<file path="config.mk">
export PLATFORM = sky130hd
export DESIGN_NAME = cpu_param_flat
export DESIGN_NICKNAME = d
export VERILOG_FILES = /design/src/rtl/cpu_param_if.sv /design/src/rtl/cpu_param.sv /design/src/flat_wrapper.sv
export SDC_FILE = /design/constraint.sdc
export NUM_CORES = 1
export LEC_CHECK = 0
export ABC_AREA = 1
export ABC_CLOCK_PERIOD_IN_PS = 4550
export CAP_MARGIN = 20
export CORE_UTILIZATION = 63
export CTS_CLUSTER_SIZE = 30
export DETAILED_ROUTE_END_ITERATION = 8
export PLACE_DENSITY = 0.81
export SETUP_SLACK_MARGIN = 0.1
export SLEW_MARGIN = 20
export SYNTH_ARGS = -nofsm -noshare
export SYNTH_HDL_FRONTEND = slang
export SYNTH_SLANG_ARGS = --single-unit
</file>
<file path="constraint.sdc">
create_clock -name clk -period 4.55 [get_ports clk]
set_input_delay 0.6825 -clock clk [delete_from_list [all_inputs] [get_ports clk]]
set_output_delay 0.6825 -clock clk [all_outputs]
set_load 0.01 [all_outputs]
</file>
<file path="src/rtl/cpu_param_if.sv">
// Opcode package and CPU bus interface.
// The package holds the opcode encodings shared by the core and anything that builds programs for it.
// Bus: addr/dout/re/we are driven by the core, di/rdy by memory; one transfer completes per edge with rdy=1 and re or we high.
package cpu_param_pkg;
    localparam logic [7:0] OP_HALT = 8'h00;
    localparam logic [7:0] OP_LD   = 8'h01;
    localparam logic [7:0] OP_ST   = 8'h02;
    localparam logic [7:0] OP_LDI  = 8'h03;
    localparam logic [7:0] OP_MOV  = 8'h04;
    localparam logic [7:0] OP_ADD  = 8'h05;
    localparam logic [7:0] OP_SUB  = 8'h06;
    localparam logic [7:0] OP_AND  = 8'h07;
    localparam logic [7:0] OP_OR   = 8'h08;
    localparam logic [7:0] OP_XOR  = 8'h09;
    localparam logic [7:0] OP_ROTL = 8'h0A;
    localparam logic [7:0] OP_ROTR = 8'h0B;
    localparam logic [7:0] OP_JMP  = 8'h0C;
    localparam logic [7:0] OP_BZ   = 8'h0D;
    localparam logic [7:0] OP_BNZ  = 8'h0E;
endpackage

interface cpu_param_if #(
    parameter int DW = 8,
    parameter int AW = 16
) ();
    logic [AW-1:0] addr;   // bus address
    logic [DW-1:0] di;     // read data (instruction bytes on di[7:0])
    logic [DW-1:0] dout;   // write data ("do")
    logic          re;     // read request
    logic          we;     // write request
    logic          rdy;    // completion strobe

    modport master (output addr, dout, re, we, input di, rdy);
    modport slave  (input addr, dout, re, we, output di, rdy);
endinterface

</file>
<file path="src/rtl/cpu_param.sv">
// Parameterised multi-cycle CPU: FETCH(4 bytes) -> DECODE -> [MEM for LD/ST] -> EXECUTE.
// Latency: 6 cycles per instruction, 7 for LD/ST, with rdy tied high; each wait cycle adds one.
// Backpressure: rdy=0 stalls with addr/re/we/dout held; wait states are unbounded.
// Ports: clk, rst (sync, active high), bus (cpu_param_if.master), halted.
// Option: define CPU_BRANCH_EN to add Z/C flags and the BZ/BNZ branches.
module cpu_param
    import cpu_param_pkg::*;
#(
    parameter int DW   = 8,
    parameter int NREG = 16,
    parameter int AW   = 16
) (
    input  logic        clk,
    input  logic        rst,
    cpu_param_if.master bus,
    output logic        halted
);
    localparam int IW = $clog2(NREG);

    typedef enum logic [2:0] {
        S_FETCH,
        S_DECODE,
        S_MEM,
        S_EXECUTE,
        S_HALTED
    } state_t;

    state_t        state, state_nxt;
    logic [1:0]    cnt, cnt_nxt;
    logic [AW-1:0] pc, pc_nxt;
    logic [AW-1:0] addr_q, addr_nxt;
    logic          re_q, re_nxt;
    logic          we_q, we_nxt;
    logic [DW-1:0] dout_q, dout_nxt;
    logic          halted_q, halted_nxt;
    logic [31:0]   ir, ir_nxt;
    logic [DW-1:0] mdata, mdata_nxt;

`ifdef CPU_BRANCH_EN
    logic z_flag, z_nxt;
    logic c_flag, c_nxt;
`endif

    // Register file is deliberately not reset.
    logic [DW-1:0] regs [NREG];
    logic          rf_we;
    logic [IW-1:0] rf_wa;
    logic [DW-1:0] rf_wd;

    // Instruction fields, opcode in the first fetched byte.
    logic [7:0] op, fd, fa, fb;
    assign op = ir[31:24];
    assign fd = ir[23:16];
    assign fa = ir[15:8];
    assign fb = ir[7:0];

    logic [DW-1:0] ra, rb, rd;
    assign ra = regs[fa[IW-1:0]];
    assign rb = regs[fb[IW-1:0]];
    assign rd = regs[fd[IW-1:0]];

    logic [AW-1:0] daddr, tgt, pc4;
    assign daddr = AW'({fa, fb});
    assign tgt   = AW'({fd, fa});
    assign pc4   = pc + AW'(4);

    // ALU datapath; the extra top bit of sum/diff is carry/borrow.
    logic [DW:0]     sum, diff;
    logic [5:0]      sh;
    logic [2*DW-1:0] rl, rr;
    assign sum  = {1'b0, ra} + {1'b0, rb};
    assign diff = {1'b0, ra} - {1'b0, rb};
    assign sh   = 6'(rb % DW);
    // Rotating the doubled word lets a plain shift act as a rotate for any DW.
    assign rl   = {ra, ra} << sh;
    assign rr   = {ra, ra} >> sh;

    always_comb begin
        state_nxt  = state;
        cnt_nxt    = cnt;
        pc_nxt     = pc;
        addr_nxt   = addr_q;
        re_nxt     = re_q;
        we_nxt     = we_q;
        dout_nxt   = dout_q;
        halted_nxt = halted_q;
        ir_nxt     = ir;
        mdata_nxt  = mdata;
        rf_we      = 1'b0;
        rf_wa      = fd[IW-1:0];
        rf_wd      = ra;
`ifdef CPU_BRANCH_EN
        z_nxt      = z_flag;
        c_nxt      = c_flag;
`endif
        case (state)
            S_FETCH: begin
                if (!re_q) begin
                    // Only reachable straight after reset: start the first fetch.
                    re_nxt   = 1'b1;
                    addr_nxt = pc + AW'(cnt);
                end else if (bus.rdy) begin
                    // Bytes shift in from the bottom, so the first lands in ir[31:24].
                    ir_nxt  = {ir[23:0], bus.di[7:0]};
                    cnt_nxt = cnt + 2'd1;
                    if (cnt == 2'd3) begin
                        re_nxt    = 1'b0;
                        state_nxt = S_DECODE;
                    end else begin
                        addr_nxt = pc + AW'(cnt_nxt);
                    end
                end
            end
            S_DECODE: begin
                case (op)
                    OP_HALT: begin
                        state_nxt  = S_HALTED;
                        halted_nxt = 1'b1;
                    end
                    OP_LD: begin
                        re_nxt    = 1'b1;
                        addr_nxt  = daddr;
                        state_nxt = S_MEM;
                    end
                    OP_ST: begin
                        we_nxt    = 1'b1;
                        addr_nxt  = daddr;
                        dout_nxt  = rd;
                        state_nxt = S_MEM;
                    end
                    default: state_nxt = S_EXECUTE;
                endcase
            end
            S_MEM: begin
                if (bus.rdy) begin
                    re_nxt    = 1'b0;
                    we_nxt    = 1'b0;
                    mdata_nxt = bus.di;
                    state_nxt = S_EXECUTE;
                end
            end
            S_EXECUTE: begin
                pc_nxt = pc4;
                case (op)
                    OP_LD:  begin rf_we = 1'b1; rf_wd = mdata; end
                    OP_LDI: begin rf_we = 1'b1; rf_wd = DW'(fa); end
                    OP_MOV: begin rf_we = 1'b1; rf_wd = ra; end
                    OP_ADD: begin
                        rf_we = 1'b1;
                        rf_wd = sum[DW-1:0];
`ifdef CPU_BRANCH_EN
                        z_nxt = (sum[DW-1:0] == '0);
                        c_nxt = sum[DW];
`endif
                    end
                    OP_SUB: begin
                        rf_we = 1'b1;
                        rf_wd = diff[DW-1:0];
`ifdef CPU_BRANCH_EN
                        z_nxt = (diff[DW-1:0] == '0);
                        c_nxt = diff[DW];
`endif
                    end
                    OP_AND, OP_OR, OP_XOR: begin
                        rf_we = 1'b1;
                        if (op == OP_AND)     rf_wd = ra & rb;
                        else if (op == OP_OR) rf_wd = ra | rb;
                        else                  rf_wd = ra ^ rb;
`ifdef CPU_BRANCH_EN
                        z_nxt = (rf_wd == '0);
                        c_nxt = 1'b0;
`endif
                    end
                    OP_ROTL: begin rf_we = 1'b1; rf_wd = rl[2*DW-1:DW]; end
                    OP_ROTR: begin rf_we = 1'b1; rf_wd = rr[DW-1:0]; end
                    OP_JMP:  pc_nxt = tgt;
`ifdef CPU_BRANCH_EN
                    OP_BZ:   if (z_flag)  pc_nxt = tgt;
                    OP_BNZ:  if (!z_flag) pc_nxt = tgt;
`else
                    OP_BZ, OP_BNZ: pc_nxt = pc4;
`endif
                    default: ;
                endcase
                // Launch the next fetch now so the first byte can complete next edge.
                re_nxt    = 1'b1;
                addr_nxt  = pc_nxt;
                cnt_nxt   = 2'd0;
                state_nxt = S_FETCH;
            end
            S_HALTED: begin
                re_nxt     = 1'b0;
                we_nxt     = 1'b0;
                halted_nxt = 1'b1;
            end
            default: state_nxt = S_FETCH;
        endcase
    end

    always_ff @(posedge clk) begin
        if (rst) begin
            state    <= S_FETCH;
            cnt      <= '0;
            pc       <= '0;
            addr_q   <= '0;
            re_q     <= 1'b0;
            we_q     <= 1'b0;
            dout_q   <= '0;
            halted_q <= 1'b0;
            ir       <= '0;
            mdata    <= '0;
`ifdef CPU_BRANCH_EN
            z_flag   <= 1'b0;
            c_flag   <= 1'b0;
`endif
        end else begin
            state    <= state_nxt;
            cnt      <= cnt_nxt;
            pc       <= pc_nxt;
            addr_q   <= addr_nxt;
            re_q     <= re_nxt;
            we_q     <= we_nxt;
            dout_q   <= dout_nxt;
            halted_q <= halted_nxt;
            ir       <= ir_nxt;
            mdata    <= mdata_nxt;
`ifdef CPU_BRANCH_EN
            z_flag   <= z_nxt;
            c_flag   <= c_nxt;
`endif
        end
    end

    always_ff @(posedge clk) begin
        if (!rst && rf_we) begin
            regs[rf_wa] <= rf_wd;
        end
    end

    assign bus.addr = addr_q;
    assign bus.re   = re_q;
    assign bus.we   = we_q;
    assign bus.dout = dout_q;
    assign halted   = halted_q;
endmodule
</file>
<file path="src/flat_wrapper.sv">
// flat-port wrapper written by rule: the top's interface ports become plain ports
module cpu_param_flat import cpu_param_pkg::*;
#(
    parameter int DW   = 8,
    parameter int NREG = 16,
    parameter int AW   = 16
)
  (clk, rst, halted, bus_addr, bus_dout, bus_re, bus_we, bus_di, bus_rdy);
  cpu_param_if #(.DW(DW), .AW(AW)) bus_i ();
  input  logic clk;
  input  logic rst;
  output logic halted;
  output wire logic [$bits(bus_i.addr)-1:0] bus_addr;
  output wire logic [$bits(bus_i.dout)-1:0] bus_dout;
  output wire logic [$bits(bus_i.re)-1:0] bus_re;
  output wire logic [$bits(bus_i.we)-1:0] bus_we;
  input wire logic [$bits(bus_i.di)-1:0] bus_di;
  input wire logic [$bits(bus_i.rdy)-1:0] bus_rdy;
  assign bus_addr = bus_i.addr;
  assign bus_dout = bus_i.dout;
  assign bus_re = bus_i.re;
  assign bus_we = bus_i.we;
  assign bus_i.di = bus_di;
  assign bus_i.rdy = bus_rdy;
  cpu_param #(.DW(DW), .NREG(NREG), .AW(AW)) u_core (.clk(clk), .rst(rst), .bus(bus_i), .halted(halted));
endmodule
</file>
Word-level counts from Yosys, hierarchy flattened:

Memories as Yosys holds them, arrays and structs flattened. A register that Yosys moved wholly into a read port is not among the register bits.
Cells that the tools add are included.

* memories kept: 1
* output and inout bits: 27
* word-level logic and storage cells: 107
* register bits after elaboration: 80
* RAM bits: 128

Memories
* u_core.regs: depth 16, bits a word 8, rd ports 3, clocked after memory_dff 3, write ports 1, line cpu_param.sv:45 `logic [DW-1:0] regs [NREG];`

* reductions and logical operators: 21
* shift operators: 2
* equality and inequality tests: 27
* $add $sub $neg: 6
* mux-type cells: 37
* bitwise logic cells: 4

Operators with widths (number)
* two-way mux 16 bit: 5
* one-hot mux 8 bit (7 select lines): 1
* one-hot mux 16 bit (3 select lines): 1
* == test 8 x 4 -> 1 bit (second input constant): 5
* adder 16 x 2 -> 16 bit: 2
* == test 8 x 3 -> 1 bit (second input constant): 4
* two-way mux 8 bit: 3
* adder 16 x 3 -> 16 bit (second input constant): 1
* == test 8 x 2 -> 1 bit (second input constant): 2
* two-way mux 4 bit: 4
* left shift 16 x 3 -> 16 bit: 1
* >> shifter 16 x 3 -> 8 bit: 1
* two-way mux 3 bit: 4
* one-hot mux 3 bit (4 select lines): 1
* AND reduction 3 bit: 4
* two-way mux 1 bit: 11
* inequality test 2 x 1 -> 1 bit (second input constant): 5
* OR reduction 10 bit: 1
* adder 8 bit: 1
* bitwise AND 8 bit: 1
* == test 8 x 1 -> 1 bit (second input constant): 1
* logical NOT 8 bit: 1
* bitwise OR 8 bit: 1
* subtractor 8 bit: 1
* 26 further kinds: 35

Logic depth before layout (Yosys ltp):

* depth after elaboration: 7
* depth in mapped cells: 27

Worst setup path after synthesis:

OpenSTA, ideal clock, no wires.

* path type: register to register
* from: reg (tool-made name)
* to: mem u_core.regs[0][7], data pin
* data arrival time: 3.406 ns
* slack: 0.853 ns
* buffers on the path: 3
* stages on the path, launching flop included: 27
* period minus slack after synthesis: 3.697 ns
* setup time: 0.291 ns
* data required time: 4.259 ns
* cell sequence: dfxtp_1 > buf_6 > inv_6 > buf_6 > nand2_1 > nand3_1 > nand3_1 > nand3_1 > nand2_4 > inv_4 > buf_6 > ha_1 > nor2_1 > a21oi_1 > inv_1 > ha_1 > nand3b_1 > nand2_1 > nand2_1 > nand2_1 > a21oi_1 > or2_2 > nand2_1 > a21oi_1 > nand3_1 > nand3_1 > a21oi_1

RTL lines (line)
* end, declared: cpu_param.sv:45

==> reports/qor.csv <==
metric;value;unit
run status;finished, final reports clean;
clk buf depth;3;
Routed Antenna Nets;0;
Multi-input gate area;0.00640;mm²
cell accounting for the most synthesized area;edfxtp_1;
switching share of power;47.7;%
share of cells above drive strength 1;6.91;%
number of port buffers;37;
CTS tree;done;
Post-Synth XOR/XNOR Area;1.54;%
Fill cells;1664;
commonest non-fill, non-tap cells in the layout;nand2_1 (390), inv_1 (242), nand3_1 (241);
met1 track demand over resource;57.7;%
Gate Count Post-Synth;1790;
Sequential Power Share;26.1;%
top cells by area, synth;edfxtp_1 (28%), dfxtp_1 (14%), nand2_1 (11%), nand3_1 (8.9%), inv_1 (6.6%);
distinct cell type count after synthesis;49;
VDD IR max;427;µV
Worst Path Required;4740;ps
final hold vios;0;
Hold Startpoint;u_core.mdata[0];
Synth top area share;28.1;%
post-synthesis compound-gate area fraction;17.5;%
top cell family by delay on the critical path;simple AND/OR/NAND/NOR gates;
FF+latch count, synth;224;
Worst path most repeated cell;nand3_1;
Post-Syn Nets;1831;
Max Slew Vio Count;0;
synthesis warning total;0;
Die Height;149;µm
DP HPWL;29.7;mm
gpl congestion;0.967;
Static Leak;6.13;nW
met3 GRT Util;6.67;%
total track usage;39.0;%
Worst Setup Path Type;reg2reg;
CP bufs+invs;4;
Antenna Cells;0;
Num CTS Buffers;25;
initial antenna violation count;0;
# IOs;38;
busiest grt layer;met1;
clock skew;35.0;ps
Net Sw Power;5.31;mW
Reg clk slew, reported paths;60;ps
Vias;13152;
RSZ-0062 raised after global routing;false;
nets;1833;
Std-Cell Core Area;0.0212;mm²
syn_area_per_cell;7.64;µm²
Simple-Gate Fraction of Synth Area;24.7;%
worst rel slew slack;19.4;%
maxcap violations;0;
Seq/Total Area, Yosys;42.2;%
full die area;0.0223;mm²
Int Pwr;5.82;mW
Pre-antenna DRT Iters;6;
CP Launch Type;flip-flop;
EDFF count, synth;128;
pwr/cell area;745;mW/mm²
first-pass GRT wire length;66.5;mm
crit-path max FO;24;
slowest CP cell;dfxtp_2;
drc violations;0;
detail-routed via count per cell;6.31;
period utilization;89.5;%
Row Count;53;
htree depth;1;
WL/cell;20.7;µm
Util after Layout;70.6;%
CP Cell Sequence;buf_4, nand2_1, nand3_1, nand3_1, nand3_2, nand2_4, inv_4, ha_1, nor2_1, a21oi_1, inv_1, ha_1, nand3b_1, nand2_1, nand2_1, nand2_1, a21oi_1, or2_2, nand3_1, nand3_1, nor2_1, nand3_1, o21ai_1, inv_1;
CP Data Arrival Time;4260;ps
Worst path max stage delay;350;ps
register area;0.00577;mm²
Gate power share;55.3;%
largest family of logic cells by synthesized area;simple AND/OR/NAND/NOR gates;
met2 GRT Util;56.6;%
clk root buf;clkbuf_16;
Starting DRT DRC Count;1917;
post-synthesis cell area;0.0137;mm²
clock share of power;18.6;%
Post-Route WL;43.1;mm
Crit. End Element;flip-flop;
initial core utilization;64.7;%
endpoints failing setup;0;
Die Span X;149;µm
max frequency;0.245;GHz
Slew @ Worst Pin;1200;ps
synthesis-to-finish area growth;9.24;%
mux contribution to synthesized area;0;%
Post-synth ARST share;0;%
CTS Sinks;224;
Hold Crit Class;reg2reg;
Final min period;4070;ps
Synth Area in Adders;2.85;%
largest net degree at the start of global routing;66;
Skew-Pair Late Insertion Delay;550;ps
gr ovfl total;0;
top_reg_cell synth;edfxtp_1;
commonest non-fill, non-tap cell in the layout;nand2_1;
setup_tns;0;ps
number of global-route vias before repair;11935;
area by class of cell:
cell class	instances	area share [%]
Timing Repair Buffer	70	4.22
Clock inverter	13	0.988
Multi-Input combinational cell	1217	42.8
Sequential cell	224	38.6
Clock buffer	32	4.56
Inverter	254	6.47
Tap cell	275	2.30
tightest hold or removal path, delay by kind of cell (launching register included):
kind            cells  cell delay, ps
flops               1             290
compound gates      1              50
buf+inv             1              60
routing by layer:
layer  wire, µm  up-vias  share of wire [%]
li1           -     6097                  -
met1      17600     6018                 41
met2      18400      910                 43
met3       5570      127                 13
met4       1490        0                3.5
met5          0        -                  0
worst paths after layout:
check	end	slack [ps]	depth (start not counted)
max	u_core.regs[15][5]	480	24
min	u_core.mdata[0]	460	2
max reg2reg	u_core.regs[15][5]	480	24
min reg2reg	u_core.mdata[0]	460	2
state kept, by name (all words and copies together), names as in the netlist, named ones only:
register and count:
u_core.halted 1, u_core.bus.we 1, u_core.regs 128, u_core.pc 16, u_core.bus.re 1, u_core.ir 32
u_core.mdata 8, u_core.cnt 2, u_core.bus.addr 16, u_core.bus.dout 8, u_core.state 3
kinds of logic after synthesis:
| logic type | Yosys count |
|---|---|
| buffers and inverters | 349 |
| AND/OR/NAND/NOR | 766 |
| XOR/XNOR | 24 |
| AO/OA/AOI/OAI | 397 |
| adder cells (fa/ha/maj) | 30 |
| flip-flops | 224 |
power groups by stage:
stage / Sequential (mW) / Combinational (mW) / Clock [mW]
after floorplan: 2.84 / 4.47 / 0
after global placement: 2.93 / 5.85 / 0
after detailed placement: 2.94 / 5.94 / 0
after CTS: 2.90 / 5.98 / 2.07
after global routing: 2.93 / 6.73 / 2.15
final: 2.91 / 6.16 / 2.07
synthesized netlist by cell type (28+ instances only):
| library cell | count |
|---|---|
| dfxtp_1 | 96 |
| inv_1 | 242 |
| a21oi_1 | 134 |
| nand3_1 | 242 |
| edfxtp_1 | 128 |
| buf_2 | 29 |
| nand2_1 | 390 |
| clkbuf_1 | 38 |
| nor2_1 | 80 |
| o21ai_0 | 103 |
| ha_1 | 28 |
| o211ai_1 | 44 |
what timing repair did:
item,CTS,global route
hold buffers,0,0
setup buffers,0,0
endpoints found under the hold margin,0,0
endpoints found under the setup margin,0,16
resized for setup,0,2
metrics by stage:
step           hold WS (ps)  std cells  power, mW  instance area, µm²  worst slack, ps
6_report                457       2085       11.1               14900              476
5_1_grt                 473       2085       11.8               14900              106
4_1_cts                 458       2085       11.0               14900              529
3_5_place_dp            450       2040       8.87               14100              553
3_3_place_gp            439       2040       8.78               14100              632
2_1_floorplan           429       1790       7.31               13700              853
(Power assumes the default switching activity.)
